## src/rtl/tlv5638_frame_tx_pkg.sv

```systemverilog
// Shared constants and types for the TLV5638 frame transmitter.
// TLV5638_REF_INIT_EN adds the INIT state used for the reference-setup word.
package tlv5638_frame_tx_pkg;

   // R1/R0 register-select pairs of the TLV5638 control nibble
   localparam logic [1:0] CTRL_BUF   = 2'b01;
   localparam logic [1:0] CTRL_A_UPD = 2'b10;
   localparam logic [1:0] CTRL_REG   = 2'b11;

   localparam logic [1:0] REF_EXT    = 2'b00;
   localparam logic [1:0] REF_1V024  = 2'b01;
   localparam logic [1:0] REF_2V048  = 2'b10;
   localparam logic [1:0] REF_EXT_B  = 2'b11;

   typedef enum logic [2:0] {
`ifdef TLV5638_REF_INIT_EN
      ST_INIT,
`endif
      ST_IDLE,
      ST_CS_SETUP,
      ST_SHIFT,
      ST_CS_HOLD,
      ST_GAP,
      ST_DONE
   } state_e;

   typedef enum logic [1:0] {
      W_INIT,
      W_B,
      W_A
   } word_e;

   // Control nibble is {R1, SPD, PWR=0, R0}
   function automatic logic [15:0] ctrl_word(input logic [1:0] r1r0,
                                             input logic       spd,
                                             input logic [11:0] data);
      return {r1r0[1], spd, 1'b0, r1r0[0], data};
   endfunction

endpackage

```

## src/rtl/tlv5638_frame_tx_sync_edge_det.sv

```systemverilog
// Two-flop synchroniser with a rising-edge pulse, for divided clocks that are
// asynchronous to clk (sample clock, 1 kHz marker).
module sync_edge_det (
   input  logic clk,
   input  logic rst,
   input  logic async_in,
   output logic edge_pulse
);

   logic s1_q, s2_q, prev_q;
   logic s1_d, s2_d, prev_d;

   always_comb begin
      s1_d   = async_in;
      s2_d   = s1_q;
      prev_d = s2_q;
   end

   always_ff @(posedge clk or negedge rst) begin
      if (!rst) begin
         s1_q   <= 1'b0;
         s2_q   <= 1'b0;
         prev_q <= 1'b0;
      end else begin
         s1_q   <= s1_d;
         s2_q   <= s2_d;
         prev_q <= prev_d;
      end
   end

   assign edge_pulse = s2_q & ~prev_q;

endmodule

```

## src/rtl/tlv5638_frame_tx.sv

```systemverilog
// Serialises one {buffer B, write A + update B} word pair per sample-clock edge
// to a TLV5638 DAC. Define TLV5638_REF_INIT_EN to send a reference-setup word after reset.
module tlv5638_frame_tx
   import tlv5638_frame_tx_pkg::*;
#(
   parameter int         SCLK_HALF = 4,
   parameter int         CS_GAP    = 4,
   parameter logic       SPD       = 1'b1,
   parameter logic [1:0] REF_SEL   = REF_2V048
) (
   input  logic        clk,
   input  logic        rst,
   input  logic        sample_clk,
   input  logic [11:0] data_a,
   input  logic [11:0] data_b,
   output logic        dac_cs_n,
   output logic        dac_sclk,
   output logic        dac_din,
   output logic        busy,
   output logic        frame_done,
   output logic        overrun
);

   localparam int CNT_MAX = (SCLK_HALF > CS_GAP) ? SCLK_HALF : CS_GAP;
   localparam int CNT_W   = (CNT_MAX > 1) ? $clog2(CNT_MAX + 1) : 1;
   localparam logic [CNT_W-1:0] HALF_LOAD = CNT_W'(SCLK_HALF - 1);
   localparam logic [CNT_W-1:0] GAP_LOAD  = CNT_W'((CS_GAP > 1) ? CS_GAP - 2 : 0);

`ifdef TLV5638_REF_INIT_EN
   localparam state_e     RST_STATE = ST_INIT;
   localparam logic [15:0] INIT_WORD = ctrl_word(CTRL_REG, SPD, {10'b0, REF_SEL});
`else
   localparam state_e     RST_STATE = ST_IDLE;
`endif

   logic edge_det;

   sync_edge_det u_sync (
      .clk        (clk),
      .rst        (rst),
      .async_in   (sample_clk),
      .edge_pulse (edge_det)
   );

   state_e           state_q, state_d;
   word_e            word_q, word_d;
   logic [CNT_W-1:0] cnt_q, cnt_d;
   logic [3:0]       bit_q, bit_d;
   logic [15:0]      sh_q, sh_d;
   logic [11:0]      hold_a_q, hold_a_d;
   logic             cs_n_q, cs_n_d;
   logic             sclk_q, sclk_d;
   logic             din_q, din_d;
   logic             busy_q, busy_d;
   logic             frame_done_q, frame_done_d;
   logic             overrun_q, overrun_d;
   logic             gap_done;
   logic [15:0]      word1;

   always_comb begin
      state_d      = state_q;
      word_d       = word_q;
      cnt_d        = cnt_q;
      bit_d        = bit_q;
      sh_d         = sh_q;
      hold_a_d     = hold_a_q;
      cs_n_d       = cs_n_q;
      sclk_d       = sclk_q;
      din_d        = din_q;
      busy_d       = busy_q;
      frame_done_d = 1'b0;
      overrun_d    = overrun_q | (edge_det && (state_q != ST_IDLE));
      gap_done     = 1'b0;
      word1        = ctrl_word(CTRL_A_UPD, SPD, hold_a_q);

      unique case (state_q)
`ifdef TLV5638_REF_INIT_EN
         ST_INIT: begin
            state_d = ST_CS_SETUP;
            word_d  = W_INIT;
            sh_d    = INIT_WORD;
            din_d   = INIT_WORD[15];
            cs_n_d  = 1'b0;
            busy_d  = 1'b1;
            cnt_d   = HALF_LOAD;
         end
`endif
         ST_IDLE: begin
            if (edge_det) begin
               state_d  = ST_CS_SETUP;
               word_d   = W_B;
               hold_a_d = data_a;
               sh_d     = ctrl_word(CTRL_BUF, SPD, data_b);
               din_d    = 1'b0;
               cs_n_d   = 1'b0;
               busy_d   = 1'b1;
               cnt_d    = HALF_LOAD;
            end
         end
         ST_CS_SETUP: begin
            if (cnt_q == '0) begin
               state_d = ST_SHIFT;
               sclk_d  = 1'b0;
               bit_d   = 4'd15;
               cnt_d   = HALF_LOAD;
            end else begin
               cnt_d = cnt_q - 1'b1;
            end
         end
         ST_SHIFT: begin
            // sclk_q doubles as the phase flag: low phase ends in a rise that advances DIN
            if (cnt_q != '0) begin
               cnt_d = cnt_q - 1'b1;
            end else if (!sclk_q) begin
               sclk_d = 1'b1;
               din_d  = sh_q[14];
               sh_d   = {sh_q[14:0], 1'b0};
               cnt_d  = HALF_LOAD;
            end else if (bit_q == 4'd0) begin
               state_d = ST_CS_HOLD;
               cs_n_d  = 1'b1;
               din_d   = 1'b0;
            end else begin
               sclk_d = 1'b0;
               bit_d  = bit_q - 1'b1;
               cnt_d  = HALF_LOAD;
            end
         end
         ST_CS_HOLD: begin
            if (CS_GAP > 1) begin
               state_d = ST_GAP;
               cnt_d   = GAP_LOAD;
            end else begin
               gap_done = 1'b1;
            end
         end
         ST_GAP: begin
            if (cnt_q == '0) gap_done = 1'b1;
            else             cnt_d = cnt_q - 1'b1;
         end
         ST_DONE: begin
            state_d = ST_IDLE;
         end
         default: begin
            state_d = ST_IDLE;
         end
      endcase

      if (gap_done) begin
         unique case (word_q)
            W_B: begin
               state_d = ST_CS_SETUP;
               word_d  = W_A;
               sh_d    = word1;
               din_d   = word1[15];
               cs_n_d  = 1'b0;
               cnt_d   = HALF_LOAD;
            end
            W_A: begin
               state_d      = ST_DONE;
               busy_d       = 1'b0;
               frame_done_d = 1'b1;
            end
            default: begin
               state_d = ST_IDLE;
               busy_d  = 1'b0;
            end
         endcase
      end

      // word0 MSB is presented once the word is latched into the shift register
      if (state_q == ST_IDLE && edge_det) din_d = sh_d[15];
   end

   always_ff @(posedge clk or negedge rst) begin
      if (!rst) begin
         state_q      <= RST_STATE;
         word_q       <= W_B;
         cnt_q        <= '0;
         bit_q        <= '0;
         sh_q         <= '0;
         hold_a_q     <= '0;
         cs_n_q       <= 1'b1;
         sclk_q       <= 1'b1;
         din_q        <= 1'b0;
         busy_q       <= 1'b0;
         frame_done_q <= 1'b0;
         overrun_q    <= 1'b0;
      end else begin
         state_q      <= state_d;
         word_q       <= word_d;
         cnt_q        <= cnt_d;
         bit_q        <= bit_d;
         sh_q         <= sh_d;
         hold_a_q     <= hold_a_d;
         cs_n_q       <= cs_n_d;
         sclk_q       <= sclk_d;
         din_q        <= din_d;
         busy_q       <= busy_d;
         frame_done_q <= frame_done_d;
         overrun_q    <= overrun_d;
      end
   end

   assign dac_cs_n   = cs_n_q;
   assign dac_sclk   = sclk_q;
   assign dac_din    = din_q;
   assign busy       = busy_q;
   assign frame_done = frame_done_q;
   assign overrun    = overrun_q;

endmodule
```

## config.mk

```make
export PLATFORM = sky130hd
export DESIGN_NAME = tlv5638_frame_tx
export DESIGN_NICKNAME = d
export VERILOG_FILES = /design/src/rtl/tlv5638_frame_tx_pkg.sv /design/src/rtl/tlv5638_frame_tx_sync_edge_det.sv /design/src/rtl/tlv5638_frame_tx.sv
export SDC_FILE = /design/constraint.sdc
export NUM_CORES = 1
export LEC_CHECK = 0
export BUFFER_PORTS_ARGS = -buffer_cell sky130_fd_sc_hd__buf_2
export CAP_MARGIN = 20
export CORE_MARGIN = 4
export CORE_UTILIZATION = 60
export DETAILED_ROUTE_END_ITERATION = 7
export GPL_TIMING_DRIVEN = 0
export PLACE_DENSITY = 0.83
export SLEW_MARGIN = 30
export SYNTH_ARGS = -nofsm -noshare
export SYNTH_HDL_FRONTEND = slang
export SYNTH_SLANG_ARGS = --single-unit
```

## constraint.sdc

```tcl
create_clock -name clk -period 3.4 [get_ports clk]
set_input_delay 0.17 -clock clk [delete_from_list [all_inputs] [get_ports clk]]
set_output_delay 0.17 -clock clk [all_outputs]
set_load 0.005 [all_outputs]
```

==> impl_metrics.ini, run 1 <==
[sta]
maxSlewHeadroom_pct = 48.93
rsz0062_at_grt = false
hold_viol_final = 0
max_freq_mhz = 420.9
tightestPinTransition_ps = 755.8
tns_ps = 0
fin_crit_ps = 2376
slew_viol_final = 0
skew_ps = 7.703
fin_crit_sh_pct = 69.88
setup_viol = 0

[die]
top_level_ports = 33
fp.dieH_um = 71.06
core_um2 = 3744
die_w_um = 71.06
start_util_pct = 63.74
die-area_um2 = 5050
num_rows = 22

[detailed_routing]
drt-initial-drc-count = 190
vias = 2061
drt_first_pass_iters = 4
avgViaCountPerCell = 5.922
routed_wirelength_um = 5582
wire_per_inst_um = 16.04
route.detailed.drc = 0
antenna_left = 0

[power]
leakagePower_nw = 1.308
ir_worst_vdd_mv = 0.4596
powerDensity_nw_per_um2 = 835.9

[run]
maxCapViolCount = 0

[logic_synthesis]
yosysUniqueCellTypes = 47
async_flop_share_pct = 100.0
synthCells = 258
synth_fp_nets = 292
synth.ff_latch_count = 48
synth_top_cells_by_count = nand2_1, dfrtp_1, nor2_1
ys_top_cells_by_area = dfrtp_1, nand2_1, a221oi_1, a21oi_1, nor2_1
yosysMostFrequentCell = nand2_1
synth_edf_count = 0
synth.avg_cell_area_um2 = 9.248
synthFlopType = dfrtp_1
syn_area_um2 = 2386
synth_top_area_share_pct = 47.19
ys_seq_area_share_pct = 50.50
yosysWarnings = 0
synth.largest_area_cell = dfrtp_1

[placed_design]
dp_hpwl_um = 3837
dp_cells = 338
gp_congestion = 0.8633
portBuffers = 32

[clock_tree]
ctsResizeCount = 0
post_cts_buffers = 0
cts_hold_buf = 2
cts_root_buffer = clkbuf_8
cts.sinks = 48
insertion_delay_ps = 300
clockBufferDepth = 2
clk_pin_slew_worst_paths_ps = 90
cts_buffers = 5
cts_tree = built
htree_levels = 2

[finish]
post_route_cells_drive_above_1_share_pct = 18.00
n_antenna_cell = 0
synthToLayoutAreaGrowth_pct = 15.73
fillers = 289
layout.cells.non_filler = 348
final_nets = 333

[global_route]
grt_usage_pct = 23.75
grt_pass1_wl_um = 9377
grt_remaining_overflow = 0
grt_max_degree = 49
antenna_found_initial = 0
grt_pass1_vias = 1942

[run_status]
outcome = finished clean

[critical_path]
start_kind = flop
arrival_ps = 2560
crit_type = reg -> reg
end_kind = flop
worstPathRequired_ps = 3590
worstPathMaxFanout = 10

[worst_hold_path]
hp-class = in -> reg
## registers in the layout, summed over array words and instances, names as in the netlist, 2 cells and up
signal,cells
hold_a_q,12
cnt_q,3
bit_q,4
state_q,3
word_q,2
sh_q,15
## through the flow
step | hold WS (ps) | cell area, um2 | setup WS (ps) | power, mW | utilization (%)
global placement | 278.9 | 2606 | 1145 | 1.760 | 69.62
finish | 51.54 | 2761 | 1024 | 2.308 | 73.76
detailed placement | 215.9 | 2609 | 1087 | 1.812 | 69.69
floorplan | -125.6 | 2386 | 1472 | 1.573 | -
global route | 46.61 | 2761 | 846.2 | 2.490 | 73.76
CTS | 46.64 | 2761 | 1072 | 2.306 | 73.76
## final timing paths
kind                                  to  slack (ps)  cells past startpoint        start
max in group asynchronous     frame_done        2590                      2          rst
min in group asynchronous       cnt_q[0]         400                      2          rst
hold / removal               hold_a_q[2]          50                      3    data_a[2]
setup reg to reg                cnt_q[0]        1020                     10     cnt_q[0]
setup / recovery                cnt_q[0]        1020                     10     cnt_q[0]
hold reg to reg            u_sync.prev_d         360                      0  u_sync.s1_q
## cells by family after synthesis
group                      share of synthesized area [%]
xor gates and xnor gates                          0.7343
muxes                                              2.255
buffers and inverters                              4.981
adders and majority gates                          3.671
AOI/OAI and AO/OA                                  16.57
DFF                                                50.50
and+or+nand+nor                                    21.29
## per-layer routing
layer | part of all wire, % | track usage, % | vias to the layer above
met1 | 44 | 33.27 | 988
met4 | 1.5 | 6.889 | 0
met2 | 48 | 36.35 | 80
met5 | 0 | 0 | -
met3 | 7.0 | 6.534 | 10
li1 | - | - | 983
## final cells by class
type / count / area [um2] / share of cell area, %
flip-flops and latches: 48 / 1205 / 43.63
multi-input cells: 185 / 1062 / 38.47
repair buffers: 34 / 182.7 / 6.615
plain buffers: 16 / 85.08 / 3.081
clock buffers: 6 / 72.57 / 2.628
clock inverters: 2 / 60.06 / 2.175
well taps: 48 / 60.06 / 2.175
inverters: 9 / 33.78 / 1.223
## critical path, cell delays in order, from the launching register on
cell      delay, ps
dfrtp_1         430
inv_1           130
ha_1            170
nor2b_1         370
inv_1           230
clkbuf_1        290
ha_1            340
nand2_1          60
o21ai_0          80
nand2_1          90
nand3_1          70
## placed cells by master (no fill, tap or decap), types with 7 or more instances in the layout
cell type and n:
buf_2 36, nand2_1 60, a21oi_1 20, ha_1 7, o21ai_0 7, a221oi_1 12, nor2_1 25, inv_1 9
dfrtp_1 45, clkbuf_1 7
## report_power, final
group	switching, mW	total, mW	internal, mW	leakage (nW)
Clock	0.187	0.481	0.294	0.0654
Sequential	0.165	0.973	0.808	0.566
Combinational	0.510	0.855	0.345	0.676
Total	0.862	2.31	1.45	1.31
No activity file was read; power rests on OpenSTA's default activity.
==> inputs of run 2 (changes only) <==
Settings changed: CORE_UTILIZATION 60 to 51, PLACE_DENSITY 0.83 to 0.75.
Clock period 3.4 ns to 2.03 ns, I/O delays scaled along.
==> impl_metrics.ini, run 2 (same netlist as run 1, synthesis figures left out) <==
[detailed_routing]
wire_per_inst_um = 15.60
drt-initial-drc-count = 141
antenna_left = 0
vias = 2080
route.detailed.drc = 0
drt_first_pass_iters = 4
avgViaCountPerCell = 5.668
routed_wirelength_um = 5724

[die]
core_um2 = 4444
top_level_ports = 33
start_util_pct = 53.69
fp.dieH_um = 76.40
die-area_um2 = 5837
num_rows = 24
die_w_um = 76.40

[run_status]
outcome = finished clean

[critical_path]
worstPathMaxFanout = 10
arrival_ps = 2110
end_kind = flop
worstPathRequired_ps = 2220
start_kind = flop
crit_type = reg -> reg

[finish]
top_register = sh_q
final_common_cell = nand2_1
design_area_um2 = 2925
reg_top3 = sh_q x15, hold_a_q x12, bit_q x4
largest_reg_flops = 15
final_nets = 348
n_antenna_cell = 0
post_route_cells_drive_above_1_share_pct = 21.27
synthToLayoutAreaGrowth_pct = 22.60
layout_common_cells = nand2_1, dfrtp_1, buf_2, nor2_1, a21oi_1

[power]
p_sw_mw = 1.474
leakagePower_nw = 1.377
powerDensity_nw_per_um2 = 1320
ir_worst_vdd_mv = 0.5802
p_seq_share_pct = 42.2
combPwrFrac_pct = 38.8
switching_share_pct = 38.17
fin_total_pwr_mw = 3.862
clock_power_share_pct = 19.1
intPower_mw = 2.388

[clock_tree]
cts_root_buffer = clkbuf_8
clockBufferDepth = 2
cts_buffers = 5
cts_tree = built
insertion_delay_ps = 300
clk_pin_slew_worst_paths_ps = 90
cts.sinks = 48
htree_levels = 2

[sta]
skew_ps = 4.481
maxSlewHeadroom_pct = 57.01
slew_viol_final = 0
timing.hold.ws_ps = 79.42
hold_viol_final = 0
setup_viol = 0
fin_crit_ps = 1922
tightestPinTransition_ps = 639.0
fin_crit_sh_pct = 94.69
max_freq_mhz = 520.2

[placed_design]
dp_hpwl_um = 3810
placed_cell_area_um2 = 2614
gp_congestion = 0.8569
portBuffers = 32

[worst_hold_path]
hp-class = in -> reg

[global_route]
grt_pass1_wl_um = 9922
grt_pass1_vias = 2066
grt_usage_pct = 20.65
grt_remaining_overflow = 0
grt_max_degree = 49
antenna_found_initial = 0

[run]
maxCapViolCount = 0
## run 2: worst max-delay path: stages, from the launching register on
cell	delay, ps
dfrtp_1	400
inv_2	100
ha_1	180
nor2b_4	220
inv_2	100
clkbuf_4	200
ha_1	300
nand2_1	70
o21ai_0	80
nand2_1	90
nand3_1	60
## run 2: area by class of cell
type	count	area, um2
plain buffers	16	93.84
clock buffers	6	82.58
clock inverters	2	38.79
fillers	379	1519
inverters	9	33.78
multi-input cells	185	1081
flip-flops and latches	48	1205
well taps	52	65.06
repair buffers	49	325.3
## run 2: through the flow
stage                     TNS [ps]  util, %  setup slack (ps)  instances
after floorplan                  0        -             101.6        258
after global placement       -1969    58.76            -277.2        342
after detailed placement     -2951    58.81            -302.2        342
after CTS                        0    64.98             28.80        364
after global routing        -13.36    65.82            -13.36        367
final                            0    65.82             107.8        367
## run 2: power by group through the flow
stage               sequential, mW  combinational [mW]  clock, mW
detailed placement            1.63                1.40          0
CTS                           1.62                1.46      0.749
global route                  1.68                1.71      0.791
finish                        1.63                1.50      0.737
global placement              1.62                1.35          0
floorplan                     1.56                1.07          0
## run 2: final timing paths
| kind | slack (ps) | from | end | cells past startpoint |
|---|---|---|---|---|
| max in group asynchronous | 1290 | rst | u_sync.prev_q | 2 |
| min | 80 | data_b[0] | sh_q[0] | 3 |
| max reg2reg | 110 | cnt_q[0] | cnt_q[0] | 10 |
| min reg2reg | 360 | u_sync.s1_q | u_sync.prev_d | 0 |
| min in group asynchronous | 340 | rst | overrun | 2 |
| max | 110 | cnt_q[0] | cnt_q[0] | 10 |
## run 2: metal layers
metal,global-route usage [%],up-vias,wire [um]
li1,-,1013,-
met1,29.44,1004,2579
met5,0,-,0
met4,5.435,0,56
met3,4.374,5,317
met2,31.99,58,2771
## run 2: timing repair
action	4_1_cts	5_1_grt
buffers inserted	0	3
pin swaps	1	1
hold buffers	14	0
resized for setup	6	8
setup endpoints to repair	27	29
hold endpoints to repair	58	0
